`src/rtl/i2s_sample_out.sv`:
```
// I2S transmitter: pairs left/right subframes, buffers pairs in a small FIFO and
// serialises one pair per 64-bit I2S frame with the standard one-bit data delay.
module i2s_sample_out #(
    parameter int unsigned BCLK_HALF = 5,
    parameter int unsigned DEPTH     = 4
) (
    input  logic        clk,
    input  logic        rst,
    input  logic [19:0] din,
    input  logic        vin,
    input  logic        channel,
    output logic        sclk,
    output logic        lrclk,
    output logic        sdata,
    output logic [2:0]  fill,
    output logic        overflow,
    output logic        underflow
);

    localparam int unsigned DivW = (BCLK_HALF > 1) ? $clog2(BCLK_HALF) : 1;
    localparam int unsigned PtrW = (DEPTH > 1) ? $clog2(DEPTH) : 1;
    localparam int unsigned CntW = $clog2(DEPTH + 1);
    localparam logic [DivW-1:0] DivLast = DivW'(BCLK_HALF - 1);
    localparam logic [PtrW-1:0] PtrLast = PtrW'(DEPTH - 1);
    localparam logic [CntW-1:0] CntFull = CntW'(DEPTH);

    logic [DivW-1:0] div_q, div_d;
    logic            sclk_q, sclk_d;
    logic [5:0]      bit_cnt_q, bit_cnt_d;
    logic            lrclk_q, lrclk_d;
    logic            sdata_q, sdata_d;
    logic [63:0]     shreg_q, shreg_d;
    logic [19:0]     left_q, left_d;
    logic            left_valid_q, left_valid_d;
    logic            push_q, push_d;
    logic [39:0]     pair_q, pair_d;
    logic [PtrW-1:0] wr_ptr_q, wr_ptr_d;
    logic [PtrW-1:0] rd_ptr_q, rd_ptr_d;
    logic [CntW-1:0] cnt_q, cnt_d;
    logic            overflow_q, overflow_d;
    logic            underflow_q, underflow_d;
    logic [39:0]     mem_q [DEPTH];

    logic        tick, fall, frame_wrap, empty, full, pop, push_ok;
    logic [39:0] head;
    logic [63:0] frame_load;

    function automatic logic [PtrW-1:0] ptr_inc(input logic [PtrW-1:0] p);
        return (p == PtrLast) ? '0 : p + 1'b1;
    endfunction

    always_comb begin
        tick       = (div_q == DivLast);
        fall       = tick & sclk_q;
        frame_wrap = fall & (bit_cnt_q == 6'd63);
        empty      = (cnt_q == '0);
        full       = (cnt_q == CntFull);
        pop        = frame_wrap & ~empty;
        // A pop in the same cycle frees the slot a full FIFO needs for the push.
        push_ok    = push_q & (~full | pop);
        head       = mem_q[rd_ptr_q];
        frame_load = empty ? 64'd0 : {1'b0, head[39:20], 12'd0, head[19:0], 11'd0};

        div_d     = tick ? '0 : div_q + 1'b1;
        sclk_d    = sclk_q ^ tick;
        bit_cnt_d = bit_cnt_q;
        lrclk_d   = lrclk_q;
        sdata_d   = sdata_q;
        shreg_d   = shreg_q;
        if (fall) begin
            bit_cnt_d = bit_cnt_q + 6'd1;
            lrclk_d   = bit_cnt_d[5];
            if (frame_wrap) begin
                sdata_d = frame_load[63];
                shreg_d = {frame_load[62:0], 1'b0};
            end else begin
                sdata_d = shreg_q[63];
                shreg_d = {shreg_q[62:0], 1'b0};
            end
        end

        underflow_d = frame_wrap & empty;
        overflow_d  = push_q & ~push_ok;

        left_d       = left_q;
        left_valid_d = left_valid_q;
        push_d       = 1'b0;
        pair_d       = pair_q;
        if (vin) begin
            if (!channel) begin
                left_d       = din;
                left_valid_d = 1'b1;
            end else if (left_valid_q) begin
                push_d       = 1'b1;
                pair_d       = {left_q, din};
                left_valid_d = 1'b0;
            end
        end

        wr_ptr_d = push_ok ? ptr_inc(wr_ptr_q) : wr_ptr_q;
        rd_ptr_d = pop ? ptr_inc(rd_ptr_q) : rd_ptr_q;
        case ({push_ok, pop})
            2'b10:   cnt_d = cnt_q + 1'b1;
            2'b01:   cnt_d = cnt_q - 1'b1;
            default: cnt_d = cnt_q;
        endcase
    end

    always_ff @(posedge clk or posedge rst) begin
        if (rst) begin
            div_q        <= '0;
            sclk_q       <= 1'b0;
            bit_cnt_q    <= 6'd63;
            lrclk_q      <= 1'b0;
            sdata_q      <= 1'b0;
            shreg_q      <= '0;
            left_q       <= '0;
            left_valid_q <= 1'b0;
            push_q       <= 1'b0;
            pair_q       <= '0;
            wr_ptr_q     <= '0;
            rd_ptr_q     <= '0;
            cnt_q        <= '0;
            overflow_q   <= 1'b0;
            underflow_q  <= 1'b0;
        end else begin
            div_q        <= div_d;
            sclk_q       <= sclk_d;
            bit_cnt_q    <= bit_cnt_d;
            lrclk_q      <= lrclk_d;
            sdata_q      <= sdata_d;
            shreg_q      <= shreg_d;
            left_q       <= left_d;
            left_valid_q <= left_valid_d;
            push_q       <= push_d;
            pair_q       <= pair_d;
            wr_ptr_q     <= wr_ptr_d;
            rd_ptr_q     <= rd_ptr_d;
            cnt_q        <= cnt_d;
            overflow_q   <= overflow_d;
            underflow_q  <= underflow_d;
        end
    end

    // Storage needs no reset: pointers and count define what is valid.
    always_ff @(posedge clk) begin
        if (push_ok) begin
            mem_q[wr_ptr_q] <= pair_q;
        end
    end

    assign sclk      = sclk_q;
    assign lrclk     = lrclk_q;
    assign sdata     = sdata_q;
    assign fill      = 3'(cnt_q);
    assign overflow  = overflow_q;
    assign underflow = underflow_q;

endmodule

```
`config.mk`:
```
export PLATFORM = sky130hd
export DESIGN_NAME = i2s_sample_out
export DESIGN_NICKNAME = d
export VERILOG_FILES = /design/src/rtl/i2s_sample_out.sv
export SDC_FILE = /design/constraint.sdc
export NUM_CORES = 1
export LEC_CHECK = 0
export BUFFER_PORTS_ARGS = -buffer_cell sky130_fd_sc_hd__buf_2
export CAP_MARGIN = 20
export CORE_AREA = 2 2 146 148
export CTS_CLUSTER_SIZE = 30
export DETAILED_ROUTE_END_ITERATION = 16
export DIE_AREA = 0 0 148 150
export GPL_ROUTABILITY_DRIVEN = 0
export HOLD_SLACK_MARGIN = 0.06
export PLACE_DENSITY_LB_ADDON = 0.25
export SYNTH_ARGS = -nofsm -noshare
export SYNTH_HDL_FRONTEND = slang
export SYNTH_SLANG_ARGS = --single-unit
```
`constraint.sdc`:
```
create_clock -name clk -period 4.2 [get_ports clk]
set_clock_uncertainty 0.1 [all_clocks]
set_input_delay 0.42 -clock clk [delete_from_list [all_inputs] [get_ports clk]]
set_output_delay 0.42 -clock clk [all_outputs]
set_load 0.01 [all_outputs]
```
# == After elaboration in Yosys (flattened, before gate mapping) ==
# Memories as Yosys holds them, arrays and structs flattened.
# Index checks and enable logic that the tools add are counted.
# word_totals
regBits,147
memories,1
ramBits,160
mem_bits_ro,0
latch_bits,0
wordCells,58
# op_classes
eq_ne,7
add_sub_neg,6
n_shift,0
n_div,0
mux,13
multipliers,0
n_lt_le_gt_ge,0
n_bitwise,12
reduce_logical,4
# memory_table
memory,words,width,rd,rd_clocked_by_memory_dff,wr,line,source
mem_q,4,40,1,0,1,42,logic [39:0] mem_q [DEPTH];
# ops
operator,count
$mux W64,1
$mux W63,1
$mux W1,7
$add A3 B1 Y3 const B,2
$add A6 B1 Y6 const B,1
$and A1 B1 Y1,6
$eq A2 B2 Y1 const B,3
$eq A3 B3 Y1 const B,2
$eq A6 B6 Y1 const B,1
$pmux W3 S2,1
$add A2 B1 Y2 const B,2
$mux W2,2
$not A1 Y1,4
$logic_not A3 Y1,1
$mux W3,1
$reduce_and A3 Y1,1
$sub A3 B1 Y3 const B,1
$eq A2 B1 Y1 const B,1
$reduce_and A2 Y1,1
$reduce_bool A2 Y1,1
$or A1 B1 Y1,1
$xor A1 B1 Y1,1

# == Depth between registers and ports, before layout ==
# logic_depth
depth_word,8
mapped_depth,14
ltp_nobuf,12

# == Least setup slack after synthesis ==
# OpenSTA, ideal clock, no wires.
# synth_timing
kind,register to register
startpoint,register div_q[0]
endpoint,memory mem_q[0][0] (enable)
slack_ns,0.935
setup_time_ns,0.401
required_time_ns,3.699
path_stages_with_launch,11
t_arrival_ns,2.764
cell_sequence,dfrtp_1 > inv_1 > ha_1 > and2_1 > ha_1 > buf_2 > nand4_4 > or2_1 > buf_6 > a31oi_4 > and2_1
# synth_between
elab_chain_len,8
# synth_rtl
item,line,source
"start, declared",27,"logic [DivW-1:0] div_q, div_d;"
"start signal, assigned",127,div_q <= div_d;
$eq A3 B3 Y1,53,tick = (div_q == DivLast);
$and A1 B1 Y1,54,fall = tick & sclk_q;
named net fall,44,"logic tick, fall, frame_wrap, empty, full, pop, push_ok;"
$and A1 B1 Y1,55,frame_wrap = fall & (bit_cnt_q == 6'd63);
$and A1 B1 Y1,58,pop = frame_wrap & ~empty;
$or A1 B1 Y1,60,push_ok = push_q & (~full | pop);
$and A1 B1 Y1,60,
$mux W1,147,if (push_ok) begin
$mux W1 (implied by the code),148,mem_q[wr_ptr_q] <= pair_q;
"end, declared",42,
# The timed path passes the listed nets, and every way through them passes these cells.

# == Worst setup path in the final report ==
# layout_timing
startpoint,register div_q[0]
endpoint,memory mem_q[1][5] (enable)
# Same word-level chain as after synthesis.

==> summary.txt <==
Status
  • Outcome: finished, final reports clean

Power
  • Sw power: 1440 uW
  • Pwr Density: 506 nW/um2
  • Switching part of the total: 21.7%
  • Sequential group share of total power: 54.7%
  • Max VDD drop: 0.364 mV
  • P_leak: 0.00496 uW
  • Clock network power share: 39.8%
  • Pint: 5180 uW
  • Final Total Pwr: 6620 uW
  • Gate power share: 5.5%

CTS
  • Clock Tree Buf Depth: 3
  • Gates resized, CTS repair: 0
  • CTS tree: done
  • Htree depth: 1
  • Hold buffers post-CTS: 20
  • Clk sink count: 295
  • Post-CTS setup buffer count: 0
  • Clk_lat worst skew: 0.55 ns
  • Clock slew at reported path FFs: 0.06 ns
  • CTS buffer count: 30
  • Clock root buffer: clkbuf_16

Global route
  • GRT Util Overall: 19.7%
  • First-pass GRT wire length: 33900 um
  • Vias in the first global route: 6260
  • Total gr overflow: 0
  • Initial antenna violation count: 0
  • Largest net degree at the start of global routing: 88

Logic synthesis
  • Post-synth ARST share: 45.8%
  • Cell Area, Synth: 11400 um2
  • Net Count, Synth: 705
  • Synth Area in Adders: 1.16%
  • Sequential area share after synthesis: 71.9%
  • Main combinational cell family by area after synthesis: multiplexers
  • EDFF count, synth: 160
  • Warnings, synthesis: 0
  • Post-synthesis simple-gate area fraction: 3.84%
  • Synth Area in XOR/XNOR: 0.615%
  • Post-Syn Instances: 671
  • Avg Cell Area, Syn: 17.0 um2
  • Dominant synthesized flop cell: edfxtp_1
  • Compound-Gate Fraction of Synth Area: 6.04%
  • Unique masters post-synth: 41
  • Mux contribution to synthesized area: 14.5%
  • FF+latch count, synth: 295

Critical path
  • Setup crit end kind: register
  • Reg2reg path depth: 9
  • Reg-to-reg endpoint: mem_q[1][5]
  • Crit path cell chain: inv_1 > ha_1 > and2_1 > ha_2 > nand4_4 > or2_1 > a31oi_4 > and2_2 > buf_12
  • Worst path required time: 4.35 ns
  • CP peak stage delay: 0.58 ns
  • Crit path to: mem_q[1][5]
  • CP max FO: 22
  • R2r setup slk: 1.21 ns
  • CP Launch Point: div_q[0]
  • FF-to-FF Start: div_q[0]
  • Arr. time, crit path: 3.14 ns
  • Crit path launch type: register
  • Worst path slowest cell: and2_2
  • WS Path Type: reg -> reg

Routing
  • Via Count: 5871
  • Routed WL: 20800 um
  • DRT iter0 DRCs: 366
  • First-pass DRT Iterations: 4
  • Via/cell ratio: 5.72
  • Routed len/inst: 20.2 um
  • DRT antenna net count: 0
  • Number of remaining DRC errors: 0

Timing
  • Worst-margin pin slew: 0.881 ns
  • Crit path time final: 2.99 ns
  • Max-slew violation count: 0
  • Hold Fails Final Rpt: 0
  • F_max: 335 MHz
  • Slew headroom: 41.2%
  • RSZ-0062 raised after global routing: no
  • Fin crit share: 71.1%
  • Fin Setup TNS: 0 ns
  • Setup-failing EPs final: 0

Final layout
  • Nets: 763
  • Filler instances: 1499
  • Syn-to-layout area delta: 15.0%
  • Antenna Cells: 0
  • Layout cells sized above 1: 28.9%

Floorplan
  • Die area: 22200 um2
  • Initial core utilization: 55.1%
  • I/O pin count: 32
  • Die Ht: 150 um
  • Die width: 148 um
  • Row cnt: 53
  • Core area: 20700 um2

Worst hold path
  • Min-Delay Path Class: in -> reg

Placement
  • Port bufs: 31
  • Detail Placement HPWL: 12500 um

Flow run
  • Max_cap viols: 0
==> metrics by stage <==
| step | setup WS (ns) | std cells | utilization [%] | instance area, um2 | hold WS, ns |
|---|---|---|---|---|---|
| after floorplan | 0.0788 | 671 | - | 11400 | 0.330 |
| after global placement | 1.28 | 952 | 57.5 | 11900 | 0.357 |
| after detailed placement | 1.18 | 952 | 57.5 | 11900 | 0.354 |
| after CTS | 1.15 | 1027 | 63.3 | 13100 | 0.0854 |
| after global routing | 0.996 | 1027 | 63.3 | 13100 | 0.0805 |
| final | 1.21 | 1027 | 63.3 | 13100 | 0.0913 |
==> area by class of cell <==
cell class / count / area, um2 / area share (%)
Sequential cell: 295 / 8190 / 62.5
Multi-Input combinational cell: 325 / 3000 / 22.9
Clock buffer: 34 / 776 / 5.92
Timing Repair Buffer: 65 / 523 / 3.99
Tap cell: 275 / 344 / 2.63
Clock inverter: 21 / 218 / 1.66
Inverter: 12 / 50.0 / 0.382
==> cells in the final DEF (no fill, tap or decap), drive strengths merged, types with 2 or more instances in the layout <==
cell type,count
nor2,48
nand4,3
buf,45
mux4,40
dlygate4sd3,20
o2bb2ai,13
o211ai,2
nand3,2
dfrtp,129
a211oi,2
edfxtp,160
nand2,28
o21ai,3
clkinvlp,2
bufinv,4
clkinv,15
dfstp,6
inv,12
xor2,3
a22oi,28
nor4,2
clkbuf,34
a21oi,50
ha,9
nor3,4
mux2,66
xnor2,5
and2,6
a21o,2
==> power by group through the flow <==
stage	clock [uW]	combinational, uW	sequential [uW]
6_report	2640	366	3620
5_1_grt	2800	408	3660
4_1_cts	2680	375	3620
3_5_place_dp	0	359	3680
3_3_place_gp	0	337	3650
2_1_floorplan	0	261	3590
==> critical path, delay by kind of cell (launching register included) <==
family | cells | cell delay (ns)
fa+ha+maj | 2 | 0.38
flops | 1 | 0.39
compound gates | 1 | 0.26
simple gates | 4 | 1.20
buf+inv | 2 | 0.33
==> flip-flops by register name (all words and copies together) (netlist names) <==
name,flops
wr_ptr_q,2
bit_cnt_q,6
left_valid_q,1
mem_q,160
left_q,20
shreg_q,52
div_q,3
lrclk,1
fill,3
push_q,1
overflow,1
underflow,1
sdata,1
pair_q,40
sclk,1
rd_ptr_q,2
==> kinds of logic after synthesis <==
family | count (synthesis)
xor+xnor | 8
simple gates | 97
compound gates | 104
buf+inv | 51
mux | 106
flops | 295
fa+ha+maj | 10
==> worst min-delay path by stage <==
stage,cells past startpoint,from,to,slack [ns]
floorplan,1,div_q[0],div_q[0],0.33
global placement,1,div_q[0],div_q[0],0.36
detailed placement,1,div_q[0],div_q[0],0.35
CTS,2,din[13],left_q[13],0.09
global route,2,din[13],pair_q[13],0.08
finish,2,din[13],left_q[13],0.09
==> metal layers <==
metal  routed length, um  share of wire (%)  global-route usage, %
met1                8810                 42                   26.6
met2               10600                 51                   34.0
met3                 944                4.5                   3.05
met4                 398                1.9                   4.57
met5                   0                  0                      0
==> synthesized netlist by cell type, types with 3 or more instances <==
library cell	count	area (um2)
mux2_2	64	721
buf_1	10	37.5
edfxtp_1	160	4800
inv_1	11	41.3
dfstp_2	6	158
clkbuf_1	14	52.6
nor2_1	47	176
nor3_1	3	15.0
mux4_2	40	901
xnor2_1	5	43.8
xor2_1	3	26.3
dfrtp_1	129	3230
a22oi_1	28	210
ha_1	9	113
a21oi_1	50	250
and2_1	6	37.5
nand2_1	28	105
buf_2	13	65.1
o21ai_0	3	15.0
o2bb2ai_1	13	114
Power figures use the tool's default switching activity.
